## config.mk

```make
export PLATFORM = sky130hd
export DESIGN_NAME = croc_collision
export DESIGN_NICKNAME = d
export VERILOG_FILES = /design/src/rtl/croc_collision.sv
export SDC_FILE = /design/constraint.sdc
export NUM_CORES = 1
export LEC_CHECK = 0
export ABC_CLOCK_PERIOD_IN_PS = 4000
export CAP_MARGIN = 25
export CORE_ASPECT_RATIO = 0.5
export CORE_MARGIN = 4
export CORE_UTILIZATION = 45
export DETAILED_ROUTE_END_ITERATION = 10
export PLACE_DENSITY_LB_ADDON = 0.1
export SYNTH_ARGS = -nofsm -noshare
export SYNTH_HDL_FRONTEND = slang
export SYNTH_SLANG_ARGS = --single-unit
```

## constraint.sdc

```tcl
create_clock -name clk -period 4 [get_ports clk]
set_input_delay 0.4 -clock clk [delete_from_list [all_inputs] [get_ports clk]]
set_output_delay 0.4 -clock clk [all_outputs]
set_load 0.02 [all_outputs]
```

## src/rtl/croc_collision.sv

```systemverilog
// Crocodile/frog collision judge: debounced rectangle overlap, lives,
// post-hit invulnerability blink window and game-over handling.
module croc_collision #(
    parameter int CROC_X       = 300,
    parameter int CROC_W       = 64,
    parameter int CROC_H       = 32,
    parameter int FROG_W       = 16,
    parameter int FROG_H       = 16,
    parameter int LIVES        = 3,
    parameter int FLASH_FRAMES = 60
) (
    input  logic       clk,
    input  logic       rst,
    input  logic       frame_tick,
    input  logic [9:0] croc_y,
    input  logic [9:0] frog_x,
    input  logic [9:0] frog_y,
    input  logic       restart,
    output logic       hit,
    output logic       frog_reset,
    output logic [1:0] lives,
    output logic       flash,
    output logic       game_over
);

    typedef enum logic [1:0] {
        PLAY   = 2'd0,
        INVULN = 2'd1,
        OVER   = 2'd2
    } state_t;

    localparam logic [10:0] CROC_LEFT  = 11'(CROC_X);
    localparam logic [10:0] CROC_RIGHT = 11'(CROC_X + CROC_W);
    localparam logic [10:0] CROC_HGT   = 11'(CROC_H);
    localparam logic [10:0] FROG_WID   = 11'(FROG_W);
    localparam logic [10:0] FROG_HGT   = 11'(FROG_H);
    localparam logic [1:0]  LIVES_INIT = 2'(LIVES);
    localparam logic [7:0]  FLASH_INIT = 8'(FLASH_FRAMES);

    state_t     state;
    state_t     state_next;
    logic [1:0] lives_next;
    logic       streak;
    logic       streak_next;
    logic [7:0] timer;
    logic [7:0] timer_next;
    logic       hit_next;
    logic       overlap;

    logic [10:0] frog_x_ext;
    logic [10:0] frog_y_ext;
    logic [10:0] croc_y_ext;

    // Strict rectangle overlap at 11 bits so edge sums never wrap;
    // touching edges are deliberately not a collision.
    always_comb begin
        frog_x_ext = {1'b0, frog_x};
        frog_y_ext = {1'b0, frog_y};
        croc_y_ext = {1'b0, croc_y};
        overlap = (frog_x_ext < CROC_RIGHT)
               && ((frog_x_ext + FROG_WID) > CROC_LEFT)
               && (frog_y_ext < (croc_y_ext + CROC_HGT))
               && ((frog_y_ext + FROG_HGT) > croc_y_ext);
    end

    // Next-state logic: debounce, life accounting, blink timer, restart.
    always_comb begin
        state_next  = state;
        lives_next  = lives;
        streak_next = streak;
        timer_next  = timer;
        hit_next    = 1'b0;
        case (state)
            PLAY: begin
                if (frame_tick) begin
                    if (overlap && streak) begin
                        hit_next    = 1'b1;
                        streak_next = 1'b0;
                        lives_next  = (lives != 2'd0) ? lives - 2'd1 : 2'd0;
                        if (lives <= 2'd1) begin
                            state_next = OVER;
                            timer_next = 8'd0;
                        end else begin
                            state_next = INVULN;
                            timer_next = FLASH_INIT;
                        end
                    end else begin
                        streak_next = overlap;
                    end
                end
            end
            INVULN: begin
                streak_next = 1'b0;
                if (frame_tick) begin
                    if (timer <= 8'd1) begin
                        timer_next = 8'd0;
                        state_next = PLAY;
                    end else begin
                        timer_next = timer - 8'd1;
                    end
                end
            end
            OVER: begin
                streak_next = 1'b0;
                timer_next  = 8'd0;
                lives_next  = 2'd0;
                if (restart) begin
                    state_next = PLAY;
                    lives_next = LIVES_INIT;
                end
            end
            default: begin
                state_next  = PLAY;
                lives_next  = LIVES_INIT;
                streak_next = 1'b0;
                timer_next  = 8'd0;
            end
        endcase
    end

    // State register; hit and frog_reset are registered copies of the trigger.
    always_ff @(posedge clk) begin
        if (rst) begin
            state      <= PLAY;
            lives      <= LIVES_INIT;
            streak     <= 1'b0;
            timer      <= 8'd0;
            hit        <= 1'b0;
            frog_reset <= 1'b0;
        end else begin
            state      <= state_next;
            lives      <= lives_next;
            streak     <= streak_next;
            timer      <= timer_next;
            hit        <= hit_next;
            frog_reset <= hit_next;
        end
    end

    // Renderer-facing status decoded from the current state.
    always_comb begin
        flash     = (state == INVULN) && timer[3];
        game_over = (state == OVER);
    end

endmodule

```

==> flow_summary.json <==
{
  "ctsResizeCount": 0,
  "reg2reg_slack_ps": 1710,
  "whs_ps": 529,
  "slew_headroom": 0.545,
  "max_stage_delay_ps": 590,
  "port_buffers": 39,
  "synth_fp_nets": 262,
  "final_core_util": 0.640,
  "wl_per_cell_um": 13.0,
  "ys_seq_elements": 14,
  "slowest_stage": "or4_4",
  "grt_antenna_before_repair": 0,
  "drt_iter0_markers": 98,
  "hold_buffers": 0,
  "grt_max_degree": 14,
  "die_x_um": 92.1,
  "antenna_cells": 0,
  "clock_path_buffers": 2,
  "post-route-drc-count": 0,
  "cp_max_fo": 9,
  "setup_slack_ps": 579,
  "final_hold_viol_count": 0,
  "ys_seq_area_frac": 0.176,
  "ant_nets": 0,
  "drtPass1Iterations": 5,
  "fin_total_pwr_mw": 0.375,
  "drv_cap": 0,
  "post-cts-setup-buffers": 0,
  "worst_pin_slew_ps": 678,
  "grt_pass1_wl_mm": 6.31,
  "yosysUniqueCellTypes": 51,
  "slew_viol_final": 0,
  "drive_gt1_frac": 0.0500,
  "crit_required_ps": 4130,
  "initial_core_util": 0.499,
  "start_kind": "primary input",
  "synthTopCellsByArea": "ha_1, dfxtp_1, inv_1, and3_1, nand3_1",
  "status": "completed",
  "rsz0062_at_grt": "false",
  "yosys.area.top_type_share": 0.181,
  "finalSetupTns_ps": 0,
  "ios": 40,
  "area_growth_pct": 28.3,
  "layout_common_cells": "clkdlybuf4s50_1, inv_1, ha_1",
  "cts_buffers": 3,
  "drt-total-wl_mm": 3.74,
  "async_reset_ff_frac": 0,
  "std_cell_rows": 14,
  "core_area_sq_mm": 0.00319,
  "crit_chain": "clkdlybuf4s50_1, ha_1, and3_1, xor2_1, ha_1, and3_1, nand3_1, o311ai_1, or4_4, o311a_1, mux2_4",
  "synth.avg_cell_area_sq_um": 7.76,
  "yosysWarnings": 0,
  "total_leakage_power_nw": 0.942,
  "place_ws_ps": 337,
  "hold_path_class": "reg -> reg",
  "worstPathArrival_ps": 3550,
  "end_kind": "flop",
  "dr_total_vias": 1639,
  "finalNonFillerCells": 288,
  "fin_area_sq_mm": 0.00204,
  "dp_hpwl_mm": 3.09,
  "cts_tree": "built",
  "cts-root-buf": "clkbuf_8",
  "min_period_ps": 3420,
  "dieArea_sq_mm": 0.00461,
  "layout.nets": 299,
  "synthCells": 205,
  "setup_viol_count_final": 0,
  "fin_crit_sh": 0.855,
  "max_freq_ghz": 0.292,
  "place_area_sq_mm": 0.00200,
  "yosys.area.top_type": "ha_1",
  "track_usage": 0.165,
  "numPlacedInstances": 285,
  "final_common_cell": "clkdlybuf4s50_1",
  "first_global_vias": 1433,
  "viasPerCell": 5.69,
  "gp_congestion": 0.902,
  "syn-cell-area_sq_mm": 0.00159,
  "overflow": 0,
  "synth-main-ff-cell": "dfxtp_1",
  "worstSetupPathType": "in -> reg",
  "cts.sinks": 14,
  "power_density_mw_per_mm2": 184,
  "finClkSkew_ps": 0.825,
  "ir_drop_mv": 0.0746,
  "htree_levels": 1,
  "clkTransAtPathRegs_ps": 50,
  "synth_edf_count": 0,
  "clk_latency_ps": 240,
  "die_y_um": 50.0
}
==> cell usage after synthesis (2+ instances only) <==
cell type   n
o2111ai_1   2
or3_1       2
xnor2_1     5
nor4_1      2
ha_1       23
nand2_1    13
a21oi_1     5
buf_6       2
and3_1     12
nor2_1     11
nor3b_1     2
nand3_1    13
o21ai_0     3
a211oi_1    2
inv_1      24
nand4_1     4
dfxtp_1    14
nand4b_1    2
o211ai_1    4
xor2_1      2
clkbuf_1    5
a31o_2      2
nor3_1      7
a31oi_1     3
o31ai_1     8
o211a_1     2
a311oi_1    2
a21o_1      6
==> critical path: cells and delay by family <==
family | cells | cell delay, ps
AOI/OAI and AO/OA | 2 | 560
adders and majority gates | 2 | 550
xor gates and xnor gates | 1 | 140
and+or+nand+nor | 4 | 1070
muxes | 1 | 340
buffers and inverters | 1 | 490
==> sequential cells by signal (all words and copies together), names as in the netlist <==
register / flops
state: 2
lives: 2
timer: 8
streak: 1
frog_reset: 1
==> logic make-up (layout without fill, tap and decap cells) <==
family,Yosys count,after routing,synth area share
and+or+nand+nor,77,77,0.264
DFF,14,14,0.176
xor gates and xnor gates,7,7,0.0386
AOI/OAI and AO/OA,51,51,0.244
muxes,1,1,0.00944
buffers and inverters,32,67,0.0873
adders and majority gates,23,23,0.181
==> final timing paths <==
| path | start | endpoint | cells past startpoint |
|---|---|---|---|
| worst min register to register | timer[5] | timer[5] | 2 |
| worst min-delay path | timer[5] | timer[5] | 2 |
| worst max register to register | timer[0] | timer[2] | 8 |
| worst max-delay path | frog_y[4] | timer[1] | 11 |
==> per-layer routing <==
layer	routed length, um	vias up	track usage
met5	0	-	0
met4	42	0	0.0542
met3	282	5	0.0304
met2	1630	73	0.268
met1	1790	723	0.221
li1	-	838	-
==> where the power goes <==
| group | internal [mW] | total (mW) | switching [mW] |
|---|---|---|---|
| logic | 0.0663 | 0.123 | 0.0565 |
| registers | 0.140 | 0.140 | 0.000137 |
| clock network | 0.0665 | 0.113 | 0.0460 |
| total | 0.273 | 0.375 | 0.103 |
==> layout make-up <==
type | count | area [sq um]
tap | 48 | 60.1
inverter | 24 | 90.1
sequential | 14 | 280
timing repair buffer | 40 | 398
clock buffer | 3 | 41.3
multi-input combinational | 159 | 1170
fill | 289 | 1150
Power figures use the tool's default switching activity.
